File: config.mk
export PLATFORM = sky130hd
export DESIGN_NAME = jnwtr_ckmeas
export DESIGN_NICKNAME = d
export VERILOG_FILES = /design/src/rtl/jnwtr_ckmeas.sv
export SDC_FILE = /design/constraint.sdc
export NUM_CORES = 1
export LEC_CHECK = 0
export ABC_CLOCK_PERIOD_IN_PS = 2200
export CORE_ASPECT_RATIO = 1.5
export CORE_MARGIN = 3
export CORE_UTILIZATION = 40
export CTS_CLUSTER_SIZE = 14
export DETAILED_ROUTE_END_ITERATION = 6
export PLACE_DENSITY = 0.72
export SLEW_MARGIN = 5
export SYNTH_ARGS = -nofsm -noshare
export SYNTH_HDL_FRONTEND = slang
export SYNTH_SLANG_ARGS = --single-unit
File: constraint.sdc
create_clock -name CK -period 2.2 [get_ports CK]
set_input_delay 0.44 -clock CK [delete_from_list [all_inputs] [get_ports CK]]
set_output_delay 0.44 -clock CK [all_outputs]
set_load 0.02 [all_outputs]
File: src/rtl/jnwtr_ckmeas.sv
// rtl/jnwtr_ckmeas.sv - counts CKM rising edges over a programmable window of CK cycles
module jnwtr_ckmeas #(
    parameter int WIN_W = 10,
    parameter int CNT_W = 12
) (
    input  logic             CK,
    input  logic             RST,
    inout  wire              AVDD,
    inout  wire              AVSS,
    input  logic             CKM,
    input  logic             START,
    input  logic [WIN_W-1:0] WIN,
    output logic             BUSY,
    output logic             DONE,
    output logic [CNT_W-1:0] COUNT,
    output logic             OVF
);

    typedef enum logic [1:0] {
        ST_IDLE = 2'd0,
        ST_ARM  = 2'd1,
        ST_MEAS = 2'd2,
        ST_DONE = 2'd3
    } state_t;

    localparam logic [CNT_W-1:0] CNT_MAX = '1;

    state_t           state;
    state_t           state_nxt;
    logic             s1;
    logic             s2;
    logic             s3;
    logic             edge_det;
    logic [WIN_W-1:0] wlen;
    logic [WIN_W-1:0] wcnt;
    logic [CNT_W-1:0] ecnt;
    logic             eovf;

    // Supply pins carry no logic; tie them off into a named sink.
    wire unused_supply = AVDD ^ AVSS;

    // CKM is asynchronous: two flops to resolve metastability, third for edge detect.
    always_ff @(posedge CK or posedge RST) begin
        if (RST) begin
            s1 <= 1'b0;
            s2 <= 1'b0;
            s3 <= 1'b0;
        end else begin
            s1 <= CKM;
            s2 <= s1;
            s3 <= s2;
        end
    end

    assign edge_det = s2 & ~s3;

    always_comb begin
        state_nxt = state;
        unique case (state)
            ST_IDLE: if (START) state_nxt = ST_ARM;
            ST_ARM:  state_nxt = (wlen == '0) ? ST_DONE : ST_MEAS;
            ST_MEAS: if (wcnt == WIN_W'(1)) state_nxt = ST_DONE;
            ST_DONE: state_nxt = ST_IDLE;
            default: state_nxt = ST_IDLE;
        endcase
    end

    always_ff @(posedge CK or posedge RST) begin
        if (RST) begin
            state <= ST_IDLE;
        end else begin
            state <= state_nxt;
        end
    end

    // BUSY comes straight from a flop so it never glitches on state-bit skew.
    always_ff @(posedge CK or posedge RST) begin
        if (RST) begin
            BUSY <= 1'b0;
        end else begin
            BUSY <= (state_nxt == ST_ARM) || (state_nxt == ST_MEAS);
        end
    end

    always_ff @(posedge CK or posedge RST) begin
        if (RST) begin
            wlen <= '0;
            wcnt <= '0;
        end else begin
            if (state == ST_IDLE && START) begin
                wlen <= WIN;
            end
            if (state == ST_ARM) begin
                wcnt <= wlen;
            end else if (state == ST_MEAS) begin
                wcnt <= wcnt - WIN_W'(1);
            end
        end
    end

    // Saturating edge counter; an edge seen at full scale only raises the overflow flag.
    always_ff @(posedge CK or posedge RST) begin
        if (RST) begin
            ecnt <= '0;
            eovf <= 1'b0;
        end else if (state == ST_ARM) begin
            ecnt <= '0;
            eovf <= 1'b0;
        end else if (state == ST_MEAS && edge_det) begin
            if (ecnt == CNT_MAX) begin
                eovf <= 1'b1;
            end else begin
                ecnt <= ecnt + CNT_W'(1);
            end
        end
    end

    always_ff @(posedge CK or posedge RST) begin
        if (RST) begin
            DONE  <= 1'b0;
            COUNT <= '0;
            OVF   <= 1'b0;
        end else begin
            DONE <= (state == ST_DONE);
            if (state == ST_DONE) begin
                COUNT <= ecnt;
                OVF   <= eovf;
            end
        end
    end

endmodule

=== Word-level counts from Yosys, hierarchy flattened ===
Index checks and enable logic that the tools add are counted.

* Reduce and logical (&&, ||, !) cells: 10
* $add $sub $neg: 2
* Mux-type cells: 12
* Equality and inequality tests: 8
* Bitwise gates (word level): 2

{| class="wikitable"
|+ Operators with widths
! operator !! number
|-
| 12-bit two-way mux || 3
|-
| 10-bit two-way mux || 2
|-
| 12-bit by 1-bit adder with 12-bit output (second input constant) || 1
|-
| 12-bit == test (second input constant) || 1
|-
| 10-bit by 1-bit == test with 1-bit output (second input constant) || 1
|-
| 10-bit logical NOT || 1
|-
| 10-bit by 1-bit subtractor with 10-bit output (second input constant) || 1
|-
| 2-bit one-hot mux with 4 select lines || 1
|-
| 2-bit == test (second input constant) || 3
|-
| 2-bit nonzero test || 3
|-
| 2-bit by 1-bit == test with 1-bit output (second input constant) || 2
|-
| 1-bit two-way mux || 4
|-
| 2-bit two-way mux || 2
|-
| 2-bit AND reduction || 2
|-
| 1-bit logical AND || 2
|-
| 2-bit logical NOT || 1
|-
| 2-bit != test (second input constant) || 1
|-
| 1-bit bitwise AND || 1
|-
| 1-bit logical OR || 1
|-
| 1-bit NOT || 1
|}

* Register bits after elaboration: 53
* Output and inout bits: 17
* Word-level logic and storage cells: 46

=== Longest topological paths before layout ===
Gate-level depths: netlist (run 1).

* Depth after elaboration: 5
* Gate-level depth with buffers: 7
* Depth with buffers taken out: 6

=== Least setup slack after synthesis (run 1) ===
No wires, ideal clock.

* Path kind: register to register
* From: reg state[0]
* To: reg ecnt[9]
* Setup slack: 190 ps
* Library setup time: 78 ps
* Data arrival time: 1932 ps
* Required time: 2122 ps
* Cell stages (with the launch flop): 8
* Buffers on the path: 1
* Cell sequence: dfrtp_1 inv_1 ha_1 and3b_1 clkbuf_1 nand4_1 or4_1 a21oi_1

* Longest elaborated chain between the ends: 4
* Elaborated cells between the ends (all ways): 7
* Classes of those cells: 3 x eq/ne; 1 x mux; 3 x reduce/logical

{| class="wikitable"
|+ Ends and longest elaborated chain
! what !! RTL line !! source
|-
| start: declaration || 28 || <nowiki>state_t state;</nowiki>
|-
| start signal: assignment || 72 || <nowiki>state <= state_nxt;</nowiki>
|-
| 2-bit == test || 109 || <nowiki>end else if (state == ST_MEAS && edge_det) begin</nowiki>
|-
| 1-bit logical AND || 109 ||
|-
| 2-bit nonzero test (no line) || -- ||
|-
| 2-bit AND reduction (no line) || -- ||
|-
| end signal: assignment || 113 || <nowiki>ecnt <= ecnt + CNT_W'(1);</nowiki>
|-
| end: declaration || 36 || <nowiki>logic [CNT_W-1:0] ecnt;</nowiki>
|}

Parallel ways exist; a longest one is shown, timed or not.
A chain may end at the register's enable or synchronous reset.

=== Final worst setup path (run 1) ===
Same ends and word-level chain as after synthesis.

==> impl_results.md, run 1 <==
* Met3 Track Usage GR at 2.83%
* Root buf cell: clkbuf_8
* Worst R2R End: ecnt[9]
* Clock Tree Buf Depth at 2
* Vias per inst at 5.77
* Outcome: finished clean
* DR vias at roughly 1,900
* Max_cap viols at 0
* Post-synthesis sequential area ratio at 52.9%
* Post-CTS Setup Bufs at 0
* Final design utilization at 50.4%
* GR Util All Layers at 14.0%
* Net Sw Power at 0.00121 W
* Crit Path Class: flip-flop to flip-flop
* Synth cell types at 41
* Overall die area at just over 7000 sq um
* Total CTS buffers at 5
* Post-DRT Antenna Nets at 0
* Critical Path Fanout Max at 5
* Maximum clock rate at 507 MHz
* Slew @ Worst Pin at 672 ps
* Placed Cells incl. Taps at 318
* Clock power frac at a little under a fifth
* Minimum clock period at a little under 2000 ps
* TritonCTS clock tree: yes
* Placeable Area at 5960 sq um
* Area grow syn2layout at 19.7%
* Routability cong. at 0.848
* Min Hold Slack at 350 ps
* Commonest non-fill, non-tap cell in the layout: dfrtp_1
* Met1 Track Usage GR at 14.4%
* Gr busiest metal: met2
* Nets at roughly 280
* Pwr/cell area at 1120 nW/um^2
* Most frequent cells in the layout: 53 x dfrtp_1, 28 x clkdlybuf4s50_1, 24 x mux2_2, 14 x nor2_1, 12 x o21ai_0
* Setup violators final at 0
* Clock sinks at 53
* Port Buffers at 28
* Number of unconstrained endpoints at 2
* First-pass GRT wire length at around 8 mm
* Largest net degree at the start of global routing at 34
* CP Data Required Time at 2430 ps
* Peak VDD IR at approximately 700 uV
* Hold Crit Class: flip-flop to flip-flop
* Initial Util at 42.1%
* Die width at 70.6 um
* HP Start: s1
* Synth Area per Inst at 11.3 sq um
* Initial DRC Count at around 120
* Worst r2r src: state[0]
* H-tree depth at 2
* # DRC at 0
* Synthesized area at 2510 sq um
* Final cell count without fillers at about 330
* Slew headroom at 54.8%
* Layout cells sized above 1 at between 10% and 20%
* Internal power at 0.00216 W
* Sw frac at approximately 36%
* Ys Warns at 0
* Row count at 34
* M2 GR Usage at 26.9%
* FF+latch count, synth at 53
* Power, Total at 0.00337 W
* Drt total wl at 4.80 mm
* Worst skew pair latency at 300 ps
* Avg WL per Cell at 14.8 um
* Final Max Tran Viols at 0
* Internal reg-to-reg setup slack at 230 ps
* Clock transition at the registers of the reported paths at approximately 90 ps
* Comb power frac at 37.7%
* Post-DP HPWL at 3.50 mm
* Min-Delay Path Depth at 0
* Vias in the first global route at 1,867
* Worst R2R Path Depth at 6
* Die height at 103 um
* Post-synth EDFFs at 0
* Setup crit end kind: flip-flop
* Syn_nets at 246
* Worst Skew at 7.93 ps
* Gr ovfl total at 0
* Drt pass-1 iters at 4
* Initial antenna violation count at 0
* Ports at 31
* Mapped Cells at approximately 220
* Ys async rst share at 100%
* Hold path endpoint: s2
* Final Hold Fails at 0
* Sequential share of power at a little over two fifths
* Leakage at 1.28 nW
* Setup TNS at 0 ps
* Top_reg_cell synth: dfrtp_1
* RSZ-0062 raised after global routing: no
* Worst Path Arrival at 2200 ps
* CP startpoint kind: flip-flop
* Period utilization at 89.7%
* Ant diodes at 0
[timing repair]
| action | 4_1_cts | 5_1_grt |
|---|---|---|
| hold buffers | 0 | 0 |
| endpoints found under the setup margin | 0 | 1 |
| resized for setup | 0 | 1 |
[metal layers]
| layer | up-vias | wire, um |
|---|---|---|
| met5 | - | 0 |
| met4 | 0 | 132 |
| met3 | 12 | 148 |
| met2 | 35 | 2680 |
| met1 | 936 | 1840 |
| li1 | 891 | - |
[power by group through the flow]
stage	Combinational (W)	Sequential, W	Clock [W]
6_report	0.00127	0.00147	0.000629
3_5_place_dp	0.00127	0.00149	0
5_1_grt	0.00142	0.00151	0.000698
2_1_floorplan	0.000968	0.00145	0
3_3_place_gp	0.00123	0.00147	0
4_1_cts	0.00128	0.00146	0.000653
[critical path, cell delays in order (launching register included)]
cell and delay (ps):
dfrtp_1 430, inv_1 120, ha_1 220, and3b_1 210, nand4_1 220, or4_1 550
a21oi_1 160
[stage by stage]
stage	worst slack, ps	area (sq um)
finish	226	3000
global route	51.8	3000
CTS	139	3000
detailed placement	168	2890
global placement	223	2890
floorplan	190	2510
[Yosys cell counts (4+ instances only)]
master,count,area share [%]
inv_1,10,1.5
o21ai_0,12,2.4
ha_1,8,4.0
nor4_1,4,1.0
nand3_1,6,1.2
dfrtp_1,53,53
o41ai_1,6,2.1
a22o_1,11,3.8
nand2_1,10,1.5
nor3_1,6,1.2
nor2_1,14,2.1
mux2_2,24,11
a21oi_1,9,1.8
clkbuf_1,8,1.2
[how the worst max path moves through the flow]
stage | from | endpoint
6_report | state[0] | ecnt[9]
5_1_grt | state[0] | ecnt[9]
4_1_cts | wcnt[0] | wcnt[8]
3_5_place_dp | wcnt[0] | wcnt[8]
2_1_floorplan | state[0] | ecnt[9]
3_3_place_gp | wcnt[0] | wcnt[8]
[final cells by class]
cell class | count | area (sq um)
Sequential cell | 53 | 1330
Timing Repair Buffer | 35 | 345
Clock buffer | 5 | 68.8
Tap cell | 72 | 90.1
Inverter | 10 | 37.5
Multi-Input combinational cell | 148 | 1100
Fill cell | 565 | 2950
Clock inverter | 2 | 35.0
[registers in the layout, summed over array words and instances, names as in the netlist, 2 cells and up]
signal  cells
wcnt       10
wlen       10
ecnt       12
COUNT      12
state       2
[logic make-up (layout without fill, tap and decap cells)]
kind of cell               after synthesis  in the layout  synth area share [%]
and+or+nand+nor                         62             62                  13.4
AOI/OAI and AO/OA                       53             53                  15.2
DFF                                     53             53                  52.9
muxes                                   24             24                  10.8
buffers and inverters                   21             52                  3.44
adders and majority gates                8              8                  3.99
xor gates and xnor gates                 1              1                 0.349
No activity file was read; power rests on OpenSTA's default activity.
==> run 2: changes to the inputs <==
CORE_MARGIN = 5   (was 3)
==> run 2 against run 1 <==
Compared with the run above:
- global-route usage decreased by 0.72 points
- sequential share of layout area increased by 0.33 points
- clock skew increased by 4.5 ps
- final area decreased by 0.75%
- die area increased by 9.8%
- combinational power about the same
- clock-buffer cell count increased by 1
- critical path depth unchanged
- flip-flop and latch count unchanged
- critical path type unchanged
- largest cell class unchanged
- largest power group unchanged
==> impl_results.md, run 2 (synthesis results as in run 1) <==
* Most frequent cells in the layout: 53 x dfrtp_1, 28 x clkdlybuf4s50_1, 24 x mux2_2, 14 x nor2_1, 12 x o21ai_0
* Worst Skew at between 10 and 15 ps
* RSZ-0062 raised after global routing: no
* Critical-path cell list: inv_1 > ha_1 > or4b_2 > nor4_1 > o21ai_0 > a22o_1
* Leakage at between 1 and 1.5 nW
* Initial Util at 40.9%
* Overall die area at ~8000 sq um
* Die width at 74.6 um
* Worst path top cell family by delay: simple AND/OR/NAND/NOR gates
* Vias per inst at 5.69
* Minimum clock period at 2020 ps
* Area grow syn2layout at 18.8%
* Routability cong. at ~0.80
* Final Hold Fails at 0
* Commonest non-fill, non-tap cell in the layout: dfrtp_1
* Drt pass-1 iters at 4
* Clock transition at the registers of the reported paths at 90 ps
* Worst skew pair latency at 310 ps
* Post-CTS Setup Bufs at 0
* Post-DP HPWL at 3.54 mm
* Setup crit end kind: flip-flop
* Worst Path Arrival at 2210 ps
* DR vias at between 1,500 and 2,000
* Die height at 107 um
* Setup violators final at 0
* Post-CTS Resized at 0
* Register Area at 1330 sq um
* Maximum clock rate at 495 MHz
* Gr ovfl total at 0
* Post-DRT Antenna Nets at 0
* Top flop regs: COUNT (12), ecnt (12)
* Slew @ Worst Pin at between 600 and 700 ps
* Largest net degree at the start of global routing at 23
* TritonCTS clock tree: yes
* Outcome: finished clean
* Initial antenna violation count at 0
* Clock sinks at 53
* Vias in the first global route at 1,859
* Final Max Tran Viols at 0
* Period utilization at 91.8%
* Initial DRC Count at 162
* Avg WL per Cell at 14.6 um
* CP startpoint kind: flip-flop
* Slowest stage delay, CP at 660 ps
* Hold Crit Class: flip-flop to flip-flop
* Ant diodes at 0
* Total CTS buffers at 5
* Ports at 31
* Port Buffers at 28
* Nets at 276
* Multi-input logic area at 1090 sq um
* Root buf cell: clkbuf_8
* Max_cap viols at 0
* Critical Path Fanout Max at 5
* Hold_buf cts at 0
* Crit Path Class: flip-flop to flip-flop
* GR Util All Layers at 13.3%
* Final-layout fill cell count at 593
* Drt total wl at 4.77 mm
* Final design utilization at 48.6%
* Row count at 35
* H-tree depth at 2
* Clock Tree Buf Depth at 2
* Peak VDD IR at 700 uV
* Setup TNS at 0 ps
* Slowest CP cell: or4b_2
* Buf/Inv on CP at 1
* Slew headroom at ~53%
* First-pass GRT wire length at 8.40 mm
* Placeable Area at between 6000 and 7000 sq um
* # DRC at 0
* Pwr/cell area at 1100 nW/um^2
* Layout cells sized above 1 at between 15 and 20%
* Number of unconstrained endpoints at 2
* CP Data Required Time at 2390 ps
run 2: routing by layer:
layer	GRT usage (%)	part of all wire, %
met1	15.2	39
met2	23.7	56
met3	2.35	4.3
met4	5.22	1.5
met5	0	0
run 2: cell type report:
| type | instances | area share [%] |
|---|---|---|
| flip-flops and latches | 53 | 44.5 |
| multi-input cells | 148 | 36.7 |
| repair buffers | 34 | 11.3 |
| well taps | 74 | 3.11 |
| clock buffers | 6 | 2.77 |
| inverters | 10 | 1.26 |
| clock inverters | 1 | 0.252 |
run 2: final timing paths:
kind / startpoint / end / slack, ps / cells past startpoint
max in group asynchronous: RST / wlen[7] / 1140 / 3
hold reg to reg: s1 / s2 / 350 / 0
min in group asynchronous: RST / COUNT[8] / 450 / 2
hold / removal: s1 / s2 / 350 / 0
setup reg to reg: wcnt[0] / wcnt[8] / 180 / 6
setup / recovery: wcnt[0] / wcnt[8] / 180 / 6
run 2: through the flow:
step / cell area (sq um) / hold WS (ps) / instances / power [W] / worst slack (ps)
finish: 2980 / 348 / 326 / 0.00328 / 180
global route: 2980 / 365 / 326 / 0.00353 / 19.1
CTS: 2980 / 358 / 326 / 0.00332 / 173
detailed placement: 2890 / 337 / 319 / 0.00275 / 191
global placement: 2890 / 335 / 319 / 0.00270 / 224
floorplan: 2510 / 331 / 222 / 0.00242 / 190
run 2: report_power, final:
group | switching (W) | leakage [nW] | internal (W)
logic | 0.000667 | 0.530 | 0.000588
clock network | 0.000307 | 0.0433 | 0.000249
registers | 0.000232 | 0.686 | 0.00124
total | 0.00121 | 1.26 | 0.00207
==> run 3: changes to the inputs <==
CORE_UTILIZATION = 55   (was 40)
PLACE_DENSITY = 0.9   (was 0.72)
SETUP_SLACK_MARGIN = 0.4   (was default)
==> run 3 against run 2 <==
Compared with the run above:
- critical path depth stayed put
- non-clock buffer count rose by 12
- flip-flop and latch count did not move
==> impl_results.md, run 3 (synthesis results as in run 1) <==
* Outcome: finished clean
* Row count at 30
* Initial DRC Count at 93
* Setup TNS at 0 ps
* Multi-input logic area at 1160 sq um
* Hold_buf cts at 0
* Max_cap viols at 0
* Root buf cell: clkbuf_8
* Hold Crit Class: flip-flop to flip-flop
* Register Area at around 1300 sq um
* Peak VDD IR at approximately 810 uV
* Clock sinks at 53
* Slowest CP cell: or4_1
* Avg WL per Cell at approximately 16 um
* Setup crit end kind: flip-flop
* Largest net degree at the start of global routing at 24
* Final-layout fill cell count at 324
* Worst setup margin at 402 ps
* Critical Path Fanout Max at 5
* # DRC at 0
* Worst skew pair latency at 300 ps
* Slew headroom at 58.2%
* Period utilization at between 80% and 90%
* First-pass GRT wire length at 8.38 mm
* Initial antenna violation count at 0
* Minimum clock period at 1800 ps
* Drt pass-1 iters at 4
* Worst path top cell family by delay: simple AND/OR/NAND/NOR gates
* Worst Path Arrival at 2040 ps
* Critical-path cell list: inv_2 > ha_2 > and3b_2 > nand4_1 > or4_1 > a21oi_1
* Number of unconstrained endpoints at 2
* Routability cong. at 0.831
* Port Buffers at 28
* Slew @ Worst Pin at 627 ps
* Ant diodes at 0
* Clock Tree Buf Depth at 2
* Ports at 31
* Commonest non-fill, non-tap cell in the layout: dfrtp_1
* CP startpoint kind: flip-flop
* Gr ovfl total at 0
* Maximum clock rate at 556 MHz
* Clock transition at the registers of the reported paths at 90 ps
* Nets at approximately 290
* Layout cells sized above 1 at around a quarter
* Crit Path Class: flip-flop to flip-flop
* CP Data Required Time at 2440 ps
* Post-DRT Antenna Nets at 0
* TritonCTS clock tree: yes
* Vias per inst at around 6.2
* Final Hold Fails at 0
* GR Util All Layers at 17.7%
* Setup WS pre-CTS at 223 ps
* Final Max Tran Viols at 0
* Slowest stage delay, CP at 440 ps
* DR vias at a little under 2,000
* H-tree depth at 2
* Leakage at 1.31 nW
* Drt total wl at slightly below 5 mm
* Die height at 92.7 um
* Die width at between 60 and 70 um
* Total CTS buffers at 5
* Setup violators final at 0
* Most frequent cells in the layout: 50 x dfrtp_1, 28 x clkdlybuf4s50_1, 24 x mux2_2, 17 x buf_4, 14 x nor2_1
* Buf/Inv on CP at 1
* Top flop regs: COUNT (12), ecnt (12)
* Initial Util at ~56%
* Area grow syn2layout at 23.4%
* Min Hold Slack at 354 ps
* Post-DP HPWL at between 3 and 4 mm
* Pwr/cell area at roughly 1100 nW/um^2
* Placeable Area at 4470 sq um
* Overall die area at 6040 sq um
* RSZ-0062 raised after global routing: yes
* Worst Skew at 7.40 ps
* Vias in the first global route at about 1,900
[run 3: final cells by class]
| cell class | instances | share of cell area [%] |
|---|---|---|
| flip-flops and latches | 53 | 43.0 |
| repair buffers | 46 | 13.8 |
| well taps | 48 | 1.94 |
| clock inverters | 2 | 0.323 |
| inverters | 10 | 1.21 |
| multi-input cells | 148 | 37.4 |
| clock buffers | 6 | 2.35 |
[run 3: stage by stage]
step                      total power [W]  util (%)  cell area (sq um)  cells
after global routing              0.00371      69.3               3090    313
after detailed placement          0.00275      63.9               2860    292
final                             0.00346      69.3               3090    313
after CTS                         0.00340      67.6               3020    308
after global placement            0.00268      63.9               2860    292
after floorplan                   0.00243         -               2510    222
[run 3: final timing paths]
kind	from	endpoint	slack, ps	cells after the start
setup reg to reg	state[0]	ecnt[9]	400	6
setup / recovery	state[0]	ecnt[9]	400	6
hold / removal	s1	s2	350	0
min in group asynchronous	RST	DONE	430	2
hold reg to reg	s1	s2	350	0
max in group asynchronous	RST	wcnt[2]	1230	3
[run 3: repair_timing]
item	in CTS	in global routing
setup endpoints to repair	8	18
hold endpoints to repair	0	0
pin swaps	5	2
setup buffers	8	5
gates resized for setup	9	9
[run 3: metal layers]
layer	global-route usage [%]	routed length, um	vias to the layer above
met1	18.5	1780	941
met2	32.4	2780	55
met5	0	0	-
met4	9.00	157	0
met3	3.88	214	14
li1	-	-	917
[run 3: report_power, final]
group          total [W]  internal [W]  switching [W]  leakage [nW]
Sequential       0.00145       0.00124       0.000209         0.682
Combinational    0.00149      0.000722       0.000770         0.586
Clock           0.000520      0.000221       0.000299        0.0450
Total            0.00346       0.00218        0.00128          1.31
==> edit (config.mk and constraints of run 3) <==
Register the inputs `CKM`, `START` and `WIN` before use, cleared by the reset. The logic sees them one clock later. The other inputs are not delayed to match. Comments in the files are not updated.
--- a/src/rtl/jnwtr_ckmeas.sv
+++ b/src/rtl/jnwtr_ckmeas.sv
@@ -25,6 +25,22 @@
 
     localparam logic [CNT_W-1:0] CNT_MAX = '1;
 
+    logic CKM_q;
+    logic START_q;
+    logic [WIN_W-1:0] WIN_q;
+
+    always_ff @(posedge CK or posedge RST) begin
+        if (RST) begin
+            CKM_q   <= '0;
+            START_q <= '0;
+            WIN_q   <= '0;
+        end else begin
+            CKM_q   <= CKM;
+            START_q <= START;
+            WIN_q   <= WIN;
+        end
+    end
+
     state_t           state;
     state_t           state_nxt;
     logic             s1;
@@ -46,7 +62,7 @@
             s2 <= 1'b0;
             s3 <= 1'b0;
         end else begin
-            s1 <= CKM;
+            s1 <= CKM_q;
             s2 <= s1;
             s3 <= s2;
         end
@@ -57,7 +73,7 @@
     always_comb begin
         state_nxt = state;
         unique case (state)
-            ST_IDLE: if (START) state_nxt = ST_ARM;
+            ST_IDLE: if (START_q) state_nxt = ST_ARM;
             ST_ARM:  state_nxt = (wlen == '0) ? ST_DONE : ST_MEAS;
             ST_MEAS: if (wcnt == WIN_W'(1)) state_nxt = ST_DONE;
             ST_DONE: state_nxt = ST_IDLE;
@@ -87,8 +103,8 @@
             wlen <= '0;
             wcnt <= '0;
         end else begin
-            if (state == ST_IDLE && START) begin
-                wlen <= WIN;
+            if (state == ST_IDLE && START_q) begin
+                wlen <= WIN_q;
             end
             if (state == ST_ARM) begin
                 wcnt <= wlen;
Function: changed (Yosys sat finds a counterexample within 4 cycles, from zero or initial values and one cycle with RST high).
==> edit against run 3 <==
  * Design area is 15% higher
  * Global-route usage is 0.71 points higher
  * Wire length up 13%
  * Clock power increased by 130%
  * Sequential cell count up 12
  * Area after synthesis grew 11%
  * Setup slack improved by 28 ps
  * Largest cell class unchanged
  * Power up 25%
==> edit: results (changes against run 3) <==
stage,metric,value,unit,change
outcome,outcome,completed,,
critical_path,crit_fanout,9,,+4
grt,grt_use_met3,0.0486,,+0.00978
logic_synthesis,synth_cell_types,42,,+2.4%
power,vdd_drop_max,1.12,mV,+38%
power,power_leakage,1.54,nW,+17%
logic_synthesis,synth_nets,253,,+2.8%
place,gp_congestion,0.809,,-2.6%
routing,routed_wl,5560,um,+13%
sta,slew_headroom,0.597,,+0.0152
sta,clock_skew,8.14,ps,+0.734 ps
routing,drt_iter0_drc,109,,+17%
critical_path,reg2reg_to,ecnt[6],,
grt,use_met1,0.208,,+0.0230
layout,layout-drive-gt1-share,0.286,,+0.0216
sta,unconstrained_endpoints,2,,unchanged
logic_synthesis,synthTopCellsByCount,"dfrtp_1, mux2_2, o21ai_0",,
logic_synthesis,ys_seq_area_frac,0.585,,+0.0561
critical_path,r2r_setup_slack,430,ps,+30 ps
critical_path,r2r-start,ecnt[0],,
grt,grt_max_degree,66,,+180%
cts,path_clk_slew,70,ps,-20 ps
routing,first_pass_iters,5,,+1
grt,grt_pass1_vias,1922,,+1.4%
logic_synthesis,synth_area_leaders,"dfrtp_1, mux2_2, ha_1",,
layout,nets,299,,+3.8%
grt,met2_usage,0.297,,-0.0265
critical_path,reg2regPathDepth,7,,+1
==> edit: cell types whose count changed after synthesis, sizes merged, moves of 3 or more <==
cell,change
o41ai,-3
a22o,-7
o2bb2ai,+3
a21oi,-3
a22oi,+3
nor2,-3
o21ai,+7
dfrtp,+12
==> edit: area by class of cell <==
| type | count | area (um^2) |
|---|---|---|
| Sequential cell | 65 | 1630 |
| Multi-Input combinational cell | 147 | 1160 |
| Clock buffer | 10 | 138 |
| Fill cell | 352 | 1330 |
| Tap cell | 66 | 82.6 |
| Clock inverter | 6 | 105 |
| Timing Repair Buffer | 43 | 405 |
| Inverter | 9 | 37.5 |
==> edit: where the power goes <==
group,internal [W],switching (W)
logic,0.000675,0.000745
registers,0.00146,0.000221
clock network,0.000777,0.000442
==> edit: critical path, stage by stage (launching register included) <==
cell     delay, ps
dfrtp_2        420
ha_1           240
nand4_1         90
buf_4          160
o31ai_2         60
buf_4          180
or4_1          390
a21oi_1        150
==> edit: metrics by stage <==
stage	total power (W)	setup WS (ps)	std cells	area, um^2
global route	0.00457	371	346	3560
finish	0.00432	430	346	3560
floorplan	0.00258	447	229	2780
detailed placement	0.00290	267	321	3170
global placement	0.00284	350	321	3170
CTS	0.00420	375	339	3440
==> edit: what timing repair did <==
item                                    4_1_cts  5_1_grt
endpoints found under the setup margin        8       14
buffers inserted                              2        7
pin swaps                                     0        2
resized for setup                             5       18
==> edit: worst min path at each step <==
stage	from	end	slack, ps
floorplan	CKM_q	s1	330
global placement	s1	s2	340
detailed placement	CKM_q	s1	350
CTS	CKM_q	s1	360
global route	CKM_q	s1	370
finish	CKM_q	s1	360
==> edit: logic make-up after synthesis <==
family	synth area share
and+or+nand+nor	0.130
buffers and inverters	0.0256
DFF	0.585
AOI/OAI and AO/OA	0.117
adders and majority gates	0.0360
xor gates and xnor gates	0.00945
muxes	0.0968
==> edit: layer usage <==
| layer | up-vias | share of wire |
|---|---|---|
| li1 | 936 | - |
| met1 | 997 | 0.38 |
| met2 | 61 | 0.55 |
| met3 | 12 | 0.042 |
| met4 | 0 | 0.030 |
| met5 | - | 0 |
